===== src/rtl/ntt_stage_ctrl_pkg.sv =====
// Shared definitions for the NTT stage sequencer.
//
// Contents:
//   - default transform size (LOGN) and pipeline latency;
//   - FSM state encodings (IDLE=0, RUN=1, DRAIN=2, FINISH=3);
//   - stage_bits(): width of the stage index for a given LOGN.
//
// Optional build macro used by the controller: NTT_PERF_CNT_EN
// (enables the 32-bit busy-cycle counter on perf_cycles).

package ntt_stage_ctrl_pkg;

    localparam int unsigned LognDefault    = 8;
    localparam int unsigned NDefault       = 1 << LognDefault;
    localparam int unsigned PipeLatDefault = 4;

    typedef enum logic [1:0] {
        StIdle   = 2'd0,
        StRun    = 2'd1,
        StDrain  = 2'd2,
        StFinish = 2'd3
    } state_e;

    // Bits needed to hold a stage index 0..logn-1.
    function automatic int unsigned stage_bits(input int unsigned logn);
        return (logn <= 1) ? 1 : $clog2(logn);
    endfunction

endpackage


===== src/rtl/ntt_stage_ctrl_addr_gen.sv =====
// Combinational butterfly address generator for two parallel units.
//
// For stage s and cycle counter c, unit 0 handles butterfly k = 2c and
// unit 1 handles k = 2c+1:
//   g = k >> s, j = k & (2^s - 1)
//   a = (g << (s+1)) | j, b = a + 2^s
//   twiddle index = j << (LOGN-1-s)
//
// Ports:
//   s        in   stage index
//   c        in   issue counter within the stage
//   a0, b0   out  operand addresses, unit 0
//   a1, b1   out  operand addresses, unit 1
//   tw0, tw1 out  twiddle indices (LOGN-1 bits), unit 0 / unit 1

module ntt_stage_ctrl_addr_gen #(
    parameter int unsigned LOGN = 8,
    parameter int unsigned AW   = LOGN,
    parameter int unsigned SW   = 3,
    parameter int unsigned CW   = LOGN - 2
) (
    input  logic [SW-1:0]   s,
    input  logic [CW-1:0]   c,
    output logic [AW-1:0]   a0,
    output logic [AW-1:0]   b0,
    output logic [AW-1:0]   a1,
    output logic [AW-1:0]   b1,
    output logic [LOGN-2:0] tw0,
    output logic [LOGN-2:0] tw1
);

    logic [AW-1:0]   half;
    logic [AW-1:0]   mask;
    logic [AW-1:0]   k  [2];
    logic [AW-1:0]   j  [2];
    logic [AW-1:0]   g  [2];
    logic [AW-1:0]   a  [2];
    logic [AW-1:0]   b  [2];
    logic [LOGN-2:0] tw [2];

    always_comb begin
        half = AW'(1) << s;
        mask = half - AW'(1);
        for (int u = 0; u < 2; u++) begin
            k[u]  = AW'({c, u[0]});
            j[u]  = k[u] & mask;
            g[u]  = k[u] >> s;
            // Two shifts avoid overflowing s+1 in the narrow stage width.
            a[u]  = ((g[u] << s) << 1) | j[u];
            b[u]  = a[u] + half;
            tw[u] = (LOGN - 1)'(j[u]) << (LOGN - 1 - int'(s));
        end
    end

    assign a0  = a[0];
    assign b0  = b[0];
    assign a1  = a[1];
    assign b1  = b[1];
    assign tw0 = tw[0];
    assign tw1 = tw[1];

endmodule


===== src/rtl/ntt_stage_ctrl.sv =====
// NTT stage sequencer: walks all LOGN Cooley-Tukey stages, issuing one
// butterfly pair per cycle to two butterfly units, and delays the read
// addresses by PIPE_LAT cycles to form the write-back addresses.
//
// Optional feature: define NTT_PERF_CNT_EN to enable the 32-bit busy-cycle
// counter on perf_cycles; otherwise perf_cycles is tied to 0.
//
// Ports:
//   clk, rst            clock, synchronous active-high reset
//   start, inv          start request (IDLE only) and inverse-transform flag
//   hold                freezes issue while in RUN
//   busy, done          RUN/DRAIN indicator, one-cycle completion pulse
//   rd_valid, rd_*      read issue strobe and operand addresses (0 when idle)
//   tw_addr0/1          {latched inv, twiddle index}
//   wr_valid, wr_*      write-back strobe and addresses (PIPE_LAT later)
//   stage               current stage index
//   perf_cycles         busy-cycle count (see NTT_PERF_CNT_EN)

module ntt_stage_ctrl
    import ntt_stage_ctrl_pkg::*;
#(
    parameter int unsigned LOGN     = LognDefault,
    parameter int unsigned PIPE_LAT = PipeLatDefault,
    parameter int unsigned AW       = LOGN
) (
    input  logic                        clk,
    input  logic                        rst,
    input  logic                        start,
    input  logic                        inv,
    input  logic                        hold,
    output logic                        busy,
    output logic                        done,
    output logic                        rd_valid,
    output logic [AW-1:0]               rd_a0,
    output logic [AW-1:0]               rd_b0,
    output logic [AW-1:0]               rd_a1,
    output logic [AW-1:0]               rd_b1,
    output logic [LOGN-1:0]             tw_addr0,
    output logic [LOGN-1:0]             tw_addr1,
    output logic                        wr_valid,
    output logic [AW-1:0]               wr_a0,
    output logic [AW-1:0]               wr_b0,
    output logic [AW-1:0]               wr_a1,
    output logic [AW-1:0]               wr_b1,
    output logic [stage_bits(LOGN)-1:0] stage,
    output logic [31:0]                 perf_cycles
);

    localparam int unsigned N  = 1 << LOGN;
    localparam int unsigned SW = stage_bits(LOGN);
    localparam int unsigned CW = LOGN - 2;
    localparam int unsigned DW = $clog2(PIPE_LAT + 1);
    localparam int unsigned PW = 1 + 4 * AW;

    localparam logic [CW-1:0] CLast     = CW'(N / 4 - 1);
    localparam logic [SW-1:0] StageLast = SW'(LOGN - 1);
    localparam logic [DW-1:0] DrainLoad = DW'(PIPE_LAT);

    state_e        state_q, state_d;
    logic [SW-1:0] stage_q, stage_d;
    logic [CW-1:0] c_q, c_d;
    logic [DW-1:0] drain_q, drain_d;
    logic          inv_q, inv_d;
    logic          issue;

    // ------------------------------------------------------------------
    // FSM state register
    // ------------------------------------------------------------------
    always_ff @(posedge clk) begin
        if (rst) begin
            state_q <= StIdle;
            stage_q <= '0;
            c_q     <= '0;
            drain_q <= '0;
            inv_q   <= 1'b0;
        end else begin
            state_q <= state_d;
            stage_q <= stage_d;
            c_q     <= c_d;
            drain_q <= drain_d;
            inv_q   <= inv_d;
        end
    end

    // ------------------------------------------------------------------
    // FSM next state
    // ------------------------------------------------------------------
    always_comb begin
        state_d = state_q;
        stage_d = stage_q;
        c_d     = c_q;
        drain_d = drain_q;
        inv_d   = inv_q;
        issue   = 1'b0;
        case (state_q)
            StIdle: begin
                if (start) begin
                    inv_d   = inv;
                    stage_d = '0;
                    c_d     = '0;
                    state_d = StRun;
                end
            end
            StRun: begin
                if (!hold) begin
                    issue = 1'b1;
                    if (c_q == CLast) begin
                        drain_d = DrainLoad;
                        state_d = StDrain;
                    end else begin
                        c_d = c_q + CW'(1);
                    end
                end
            end
            StDrain: begin
                drain_d = drain_q - DW'(1);
                // Leaving on the count-to-zero cycle puts the stage's last
                // write-back in this cycle, ahead of the next stage's reads.
                if (drain_q == DW'(1)) begin
                    if (stage_q == StageLast) begin
                        state_d = StFinish;
                    end else begin
                        stage_d = stage_q + SW'(1);
                        c_d     = '0;
                        state_d = StRun;
                    end
                end
            end
            StFinish: begin
                state_d = StIdle;
            end
            default: begin
                state_d = StIdle;
            end
        endcase
    end

    assign busy     = (state_q == StRun) || (state_q == StDrain);
    assign done     = (state_q == StFinish);
    assign rd_valid = issue;
    assign stage    = stage_q;

    // ------------------------------------------------------------------
    // Address generation
    // ------------------------------------------------------------------
    logic [AW-1:0]   ga0, gb0, ga1, gb1;
    logic [LOGN-2:0] gtw0, gtw1;

    ntt_stage_ctrl_addr_gen #(
        .LOGN (LOGN),
        .AW   (AW),
        .SW   (SW),
        .CW   (CW)
    ) u_addr_gen (
        .s   (stage_q),
        .c   (c_q),
        .a0  (ga0),
        .b0  (gb0),
        .a1  (ga1),
        .b1  (gb1),
        .tw0 (gtw0),
        .tw1 (gtw1)
    );

    // Addresses are zeroed when not issuing so idle outputs read as 0.
    assign rd_a0    = issue ? ga0 : '0;
    assign rd_b0    = issue ? gb0 : '0;
    assign rd_a1    = issue ? ga1 : '0;
    assign rd_b1    = issue ? gb1 : '0;
    assign tw_addr0 = issue ? {inv_q, gtw0} : '0;
    assign tw_addr1 = issue ? {inv_q, gtw1} : '0;

    // ------------------------------------------------------------------
    // Write-back delay line: free-running, not affected by hold
    // ------------------------------------------------------------------
    logic [PW-1:0] pipe_q [PIPE_LAT];
    logic [PW-1:0] pipe_in;

    assign pipe_in = {rd_valid, rd_a0, rd_b0, rd_a1, rd_b1};

    always_ff @(posedge clk) begin
        if (rst) begin
            for (int i = 0; i < PIPE_LAT; i++) begin
                pipe_q[i] <= '0;
            end
        end else begin
            pipe_q[0] <= pipe_in;
            for (int i = 1; i < PIPE_LAT; i++) begin
                pipe_q[i] <= pipe_q[i-1];
            end
        end
    end

    assign {wr_valid, wr_a0, wr_b0, wr_a1, wr_b1} = pipe_q[PIPE_LAT-1];

    // ------------------------------------------------------------------
    // Busy-cycle counter
    // ------------------------------------------------------------------
`ifdef NTT_PERF_CNT_EN
    logic [31:0] perf_q;

    always_ff @(posedge clk) begin
        if (rst) begin
            perf_q <= '0;
        end else if ((state_q == StIdle) && start) begin
            perf_q <= '0;
        end else if (busy && (perf_q != 32'hffff_ffff)) begin
            perf_q <= perf_q + 32'd1;
        end
    end

    assign perf_cycles = perf_q;
`else
    assign perf_cycles = 32'd0;
`endif

endmodule


===== config.mk =====
export PLATFORM = sky130hd
export DESIGN_NAME = ntt_stage_ctrl
export DESIGN_NICKNAME = d
export VERILOG_FILES = /design/src/rtl/ntt_stage_ctrl_pkg.sv /design/src/rtl/ntt_stage_ctrl_addr_gen.sv /design/src/rtl/ntt_stage_ctrl.sv
export SDC_FILE = /design/constraint.sdc
export NUM_CORES = 1
export LEC_CHECK = 0
export ABC_CLOCK_PERIOD_IN_PS = 5400
export BUFFER_PORTS_ARGS = -buffer_cell sky130_fd_sc_hd__buf_2
export CORE_UTILIZATION = 54
export CTS_BUF_LIST = sky130_fd_sc_hd__clkbuf_16
export CTS_CLUSTER_SIZE = 28
export DETAILED_ROUTE_END_ITERATION = 8
export GPL_ROUTABILITY_DRIVEN = 1
export GPL_TIMING_DRIVEN = 0
export PLACE_DENSITY = 0.88
export SLEW_MARGIN = 40
export SYNTH_ARGS = -nofsm -noshare
export SYNTH_HDL_FRONTEND = slang
export SYNTH_SLANG_ARGS = --single-unit

===== constraint.sdc =====
create_clock -name clk -period 5.4 [get_ports clk]
set_clock_uncertainty 0.2 [all_clocks]
set_input_delay 0.54 -clock clk [delete_from_list [all_inputs] [get_ports clk]]
set_output_delay 0.54 -clock clk [all_outputs]
set_load 0.05 [all_outputs]

Word level (Yosys, flattened, before mapping). Memory sizes are Yosys's and may differ from the RTL's. Cells that the tools add are included.

Bits of input ports: 5. Register bits: 15. Memory bits (writable): 132. Memories: 1. Word-level logic and storage cells: 84. Output and inout bits: 119.

Equal/unequal tests: 12. $add $sub $neg: 7. Shift operators: 7. Mux-type cells: 34. Reduce and logical (&&, ||, !) cells: 10. Bitwise operators: 8.

Memories: pipe_q (words 4, width 33, read ports 4, clocked after memory_dff 0, wr ports 4, line ntt_stage_ctrl.sv:176) `logic [PW-1:0] pipe_q [PIPE_LAT];`.

Operators with widths (number): $mux W33 (4); $shl A7 B32 Y7 (2); $mux W8 (6); $mux W6 (5); $pmux W6 S3 (1); $add A8 B8 Y8 (2); $and A7 B8 Y8 (2); $or A8 B8 Y8 (2); $shl A8 B3 Y7 (2); $shr A7 B3 Y8 (2); $mux W3 (5); $ne A2 B2 Y1 const B (6); $pmux W3 S2 (2); $mux W2 (5); $pmux W2 S4 (1); $reduce_and A4 Y1 (2); $shl A1 B3 Y8 const A (1); $sub A8 B1 Y8 const B (1); $add A6 B1 Y6 const B (1); $eq A6 B6 Y1 const B (1); $reduce_and A6 Y1 (1); $mux W1 (5); $eq A2 B2 Y1 const B (2); $or A1 B1 Y1 (4); 12 further kinds (13).

Depth between registers and ports, before layout.
Depth after elaboration: 7. Mapped depth: 18.

Cells and area by module. From an unflattened synthesis, not the netlist that was laid out.

Cell total of the unflattened synthesis: 611. Area, all modules: 5970.7 um2.

By module, submodules not included: ntt_stage_ctrl (area each 5033.6 um2, instances 1, cells each 475, seq. area each 2942.8 um2); ntt_stage_ctrl_addr_gen (area each 937.1 um2, instances 1, cells each 136, seq. area each 0.0 um2).

Least setup slack after synthesis. OpenSTA, ideal clock, no wires.

Path kind: flip-flop to output port. From: register stage_q[0], in the netlist stage[0]. To: output port rd_b1[5]. Path buffers: 2. Path slack: 0.132 ns. Arrival: 4.528 ns. Cell stages (with the launch flop): 17. Required time: 4.660 ns. Cells stage by stage: dfxtp_1 > buf_2 > clkinv_1 > ha_1 > clkbuf_1 > nor2b_1 > inv_1 > ha_1 > nand2b_1 > a211oi_1 > nor2_1 > a21oi_1 > inv_1 > ha_1 > o21ai_0 > nor2_1 > nor3_1.

Longest elaborated chain between the ends: 6. Elaborated cells between the ends (all ways): 8.

RTL lines: start, declared (line ntt_stage_ctrl.sv:60) `logic [SW-1:0] stage_q, stage_d;`; start signal, assigned (line ntt_stage_ctrl.sv:78) `stage_q <= stage_d;`; $shl A1 B3 Y8 (line ntt_stage_ctrl_addr_gen.sv:42) `half = AW'(1) << s;`; $sub A8 B1 Y8 (line ntt_stage_ctrl_addr_gen.sv:43) `mask = half - AW'(1);`; $and A7 B8 Y8 (line ntt_stage_ctrl_addr_gen.sv:46) `j[u] = k[u] & mask;`; $or A8 B8 Y8 (line ntt_stage_ctrl_addr_gen.sv:49) `a[u] = ((g[u] << s) << 1) | j[u];`; $add A8 B8 Y8 (*) (line ntt_stage_ctrl_addr_gen.sv:50) `b[u] = a[u] + half;`; $mux W8 (*) (line ntt_stage_ctrl.sv:169) `assign rd_b1 = issue ? gb1 : '0;`; end, declared (line ntt_stage_ctrl.sv:37) `output logic [AW-1:0] rd_b1,`.

Every way passes the cells marked *; elsewhere a longest branch is shown, timed or not.

Worst setup path in the final report.
From: register stage_q[2], in the netlist stage[2]. To: output port rd_b0[7].

Longest elaborated chain between the ends: 6. Elaborated cells between the ends (all ways): 8.

RTL lines: $shl A1 B3 Y8 (line ntt_stage_ctrl_addr_gen.sv:42); $sub A8 B1 Y8 (line ntt_stage_ctrl_addr_gen.sv:43); $and A7 B8 Y8 (line ntt_stage_ctrl_addr_gen.sv:46); $or A8 B8 Y8 (line ntt_stage_ctrl_addr_gen.sv:49); $add A8 B8 Y8 (*) (line ntt_stage_ctrl_addr_gen.sv:50); $mux W8 (*) (line ntt_stage_ctrl.sv:167) `assign rd_b0 = issue ? gb0 : '0;`; end, declared (line ntt_stage_ctrl.sv:35) `output logic [AW-1:0] rd_b0,`.

Marks and branches as above.

==> impl_metrics.prom <==
# TYPE chip_impl_metric gauge
chip_impl_metric{name="routabilityCongestion",unit=""} 0.9132
chip_impl_metric{name="dp_worst_setup_slack",unit="ns"} -0.1280
chip_impl_metric{name="hold_violations",unit=""} 0
chip_impl_metric{name="cts_inserted_buffers",unit=""} 17
chip_impl_metric{name="yosys.area.top_type_share",unit=""} 0.4797
chip_impl_metric{name="post_route_cells_drive_above_1_share",unit=""} 0.2474
chip_impl_metric{name="grt_antenna_before_repair",unit=""} 0
chip_impl_metric{name="initial_utilization",unit=""} 0.5594
chip_impl_metric{name="die-width",unit="um"} 105.6
chip_impl_metric{name="power_leakage",unit="nW"} 3.376
chip_impl_metric{name="final_period_minus_worst_setup_slack",unit="ns"} 5.208
chip_impl_metric{name="area.growth.synth_to_final",unit="%"} 25.39
chip_impl_metric{name="synth.lib_cells_used.distinct",unit=""} 58
chip_impl_metric{name="cts_max_level",unit=""} 4
chip_impl_metric{name="max-cap-violations",unit=""} 0
chip_impl_metric{name="report.power.total",unit="mW"} 2.896
chip_impl_info{name="critical_path.endpoint_type",value="primary output"} 1
chip_impl_metric{name="post-dp-hpwl",unit="mm"} 10.20
chip_impl_metric{name="irDropWorstVdd",unit="uV"} 245.6
chip_impl_metric{name="grt_pass1_vias",unit=""} 4606
chip_impl_info{name="cts_root_buffer",value="clkbuf_16"} 1
chip_impl_metric{name="ant_nets",unit=""} 0
chip_impl_metric{name="ys_async_sr_fraction",unit=""} 0
chip_impl_metric{name="relSlewSlack",unit=""} 0.6045
chip_impl_metric{name="achievable-frequency",unit="MHz"} 192.0
chip_impl_metric{name="largest_stage_delay_on_the_critical_path",unit="ns"} 0.56
chip_impl_metric{name="grt_use_met2",unit=""} 0.5089
chip_impl_metric{name="drt_drc_violations_left",unit=""} 0
chip_impl_metric{name="netlist_instances",unit=""} 618
chip_impl_info{name="synth_top_cell_by_area",value="dfxtp_1"} 1
chip_impl_info{name="path_common_cell",value="ha_1"} 1
chip_impl_metric{name="wl_per_cell",unit="um"} 16.75
chip_impl_metric{name="detailedRoute.firstPassIterationCount",unit=""} 6
chip_impl_metric{name="wire_length_of_the_first_global_routing_pass",unit="mm"} 23.64
chip_impl_metric{name="fin_util",unit=""} 0.7014
chip_impl_metric{name="number_of_enable_type_register_cells_in_the_synthesized_netlist",unit=""} 0
chip_impl_metric{name="rows",unit=""} 37
chip_impl_metric{name="cts-root-to-sink-buffers",unit=""} 2
chip_impl_metric{name="core_footprint",unit="um^2"} 10370
chip_impl_metric{name="die_area",unit="um^2"} 11160
chip_impl_metric{name="setup_viol_count_final",unit=""} 0
chip_impl_metric{name="ioPinCount",unit=""} 124
chip_impl_info{name="tritoncts",value="built"} 1
chip_impl_metric{name="global_route.usage.met3",unit=""} 0.04947
chip_impl_metric{name="fillCellCount",unit=""} 717
chip_impl_metric{name="setup_ws",unit="ns"} 0.1917
chip_impl_metric{name="synth.avg_cell_area",unit="um^2"} 9.386
chip_impl_info{name="min_path_type",value="in -> reg"} 1
chip_impl_metric{name="worst-slew-pin-transition",unit="ns"} 0.5932
chip_impl_metric{name="antenna_cells_inserted",unit=""} 0
chip_impl_metric{name="maxSlewViolCount",unit=""} 0
chip_impl_metric{name="io_buffers",unit=""} 88
chip_impl_metric{name="final_cells",unit=""} 912
chip_impl_metric{name="period_share",unit=""} 0.9645
chip_impl_info{name="path_class",value="reg -> out"} 1
chip_impl_info{name="gr-max-usage-layer",value="met2"} 1
chip_impl_metric{name="post_drt_via_cell_ratio",unit=""} 5.250
chip_impl_info{name="cp-start-kind",value="flop"} 1
chip_impl_metric{name="grt_max_degree",unit=""} 17
chip_impl_metric{name="number_of_drc_violations_after_detailed_routing_iteration_0",unit=""} 357
chip_impl_metric{name="place_inst",unit=""} 877
chip_impl_metric{name="clk_pin_slew_worst_setup_hold_paths",unit="ns"} 0.07
chip_impl_info{name="critical_path.slowest_cell",value="a222oi_1"} 1
chip_impl_metric{name="crit_required",unit="ns"} 4.66
chip_impl_metric{name="ys_seq_elements",unit=""} 139
chip_impl_metric{name="detail_route.wirelength",unit="mm"} 15.27
chip_impl_info{name="run_status",value="completed"} 1
chip_impl_metric{name="synth-seq-area-share",unit=""} 0.4797
chip_impl_info{name="most_repeated_cell_in_the_gate_level_netlist_after_synthesis",value="dfxtp_1"} 1
chip_impl_metric{name="clkSinkCount",unit=""} 139
chip_impl_metric{name="synth_warnings",unit=""} 0
chip_impl_metric{name="placement.cell_area",unit="um^2"} 6548
chip_impl_metric{name="global_route_usage_sum",unit=""} 0.2789
chip_impl_metric{name="cellPowerDensity",unit="nW/um^2"} 398.1
chip_impl_info{name="synth_top_cells_by_area",value="dfxtp_1 48%, nor2b_1 11%, ha_1 5.8%, buf_4 4.9%, nor2_1 4.1%"} 1
chip_impl_metric{name="globalRouteMet1Util",unit=""} 0.3092
chip_impl_metric{name="clk-insertion-delay-late",unit="ns"} 0.41
chip_impl_metric{name="finish.instance_area",unit="um^2"} 7273
chip_impl_info{name="crit_path_cell_trace",value="clkinvlp_4, ha_1, clkbuf_1, a222oi_1, o221ai_1, a2bb2oi_4, inv_1, ha_1, o21ai_0, o21bai_1, a21oi_1, xnor2_1, nor2_1, buf_2"} 1
chip_impl_metric{name="worstPathArrival",unit="ns"} 4.47
chip_impl_metric{name="via_count",unit=""} 4788
chip_impl_info{name="leading_post_synthesis_cells_by_instance_count",value="139 x dfxtp_1, 103 x nor2b_1, 64 x nor2_1, 38 x buf_4, 28 x inv_1"} 1
chip_impl_metric{name="syn_area",unit="um^2"} 5801
chip_impl_metric{name="nets",unit=""} 797
chip_impl_info{name="most_used_dff_post_synth",value="dfxtp_1"} 1
chip_impl_info{name="setup_repair_after_global_routing_missed_its_margin",value="false"} 1
chip_impl_metric{name="floorplan.die.height",unit="um"} 105.6
chip_impl_metric{name="crit_path_max_fanout",unit=""} 9
chip_impl_metric{name="global_route.overflow_total",unit=""} 0
-- sequential cells by signal (all words and copies together) (netlist names) --
register	count
pipe_q	124
c_q	6
drain_q	3
stage	3
state_q	2
inv_q	1
-- logic make-up after synthesis --
group,count (synthesis),synth area share
compound gates,77,0.1005
flops,139,0.4797
buf+inv,97,0.08800
simple gates,263,0.2476
mux,1,0.001726
fa+ha+maj,29,0.06514
other cells,1,0.0006465
xor+xnor,11,0.01661
-- power by group --
part	total (mW)	leakage, nW	switching (mW)	internal, mW
Combinational	0.609	1.96	0.431	0.178
Clock	1.20	0.299	0.501	0.700
Sequential	1.09	1.12	0.0286	1.06
-- worst max-delay path, delay by kind of cell (launching register included) --
| family | cells | cell delay (ns) |
|---|---|---|
| xor+xnor | 1 | 0.17 |
| simple gates | 1 | 0.13 |
| compound gates | 6 | 1.62 |
| buf+inv | 4 | 0.91 |
| flops | 1 | 0.47 |
| fa+ha+maj | 2 | 0.74 |
-- layout make-up --
cell class                      count  area, um^2  area share
Timing Repair Buffer               93       483.0     0.06640
Inverter                           32       125.1     0.01720
Sequential cell                   139        2783      0.3826
Clock buffer                       17       425.4     0.05849
Multi-Input combinational cell    416        2714      0.3731
Clock inverter                     15       182.7     0.02512
Buffer                             64       390.4     0.05367
Tap cell                          136       170.2     0.02340
-- final timing paths --
path,from,end,slack (ns),cells after the start
min,inv,inv_q,0.19,3
max,stage[2],rd_b0[7],0.19,14
max reg2reg,stage[2],pipe_q[0][23],1.26,13
min reg2reg,pipe_q[2][2],pipe_q[3][2],0.23,1
-- cell usage in the layout, fill, tap and decap left out, types with 18 or more instances in the layout --
cell / count
nor2_1: 64
a21oi_1: 18
inv_1: 27
conb_1: 35
nor2b_1: 102
buf_2: 88
dfxtp_1: 139
ha_1: 25
buf_4: 43
-- what timing repair did --
item | 4_1_cts | 5_1_grt
pin swaps | 0 | 0
setup buffers | 2 | 2
hold buffers | 0 | 0
gates resized for setup | 10 | 13
endpoints found under the setup margin | 9 | 7
-- metrics by stage --
step	hold WS (ns)	setup TNS [ns]
after floorplan	0.2138	0
after global placement	0.2188	-1.784
after detailed placement	0.2204	-0.4276
after CTS	0.1833	0
after global routing	0.1915	0
final	0.1894	0
-- routing by layer --
| layer | up-vias | wire [um] |
|---|---|---|
| met1 | 2246 | 5905 |
| li1 | 2275 | - |
| met3 | 42 | 882 |
| met2 | 225 | 7983 |
| met4 | 0 | 499 |
| met5 | - | 0 |
(Power assumes the default switching activity.)
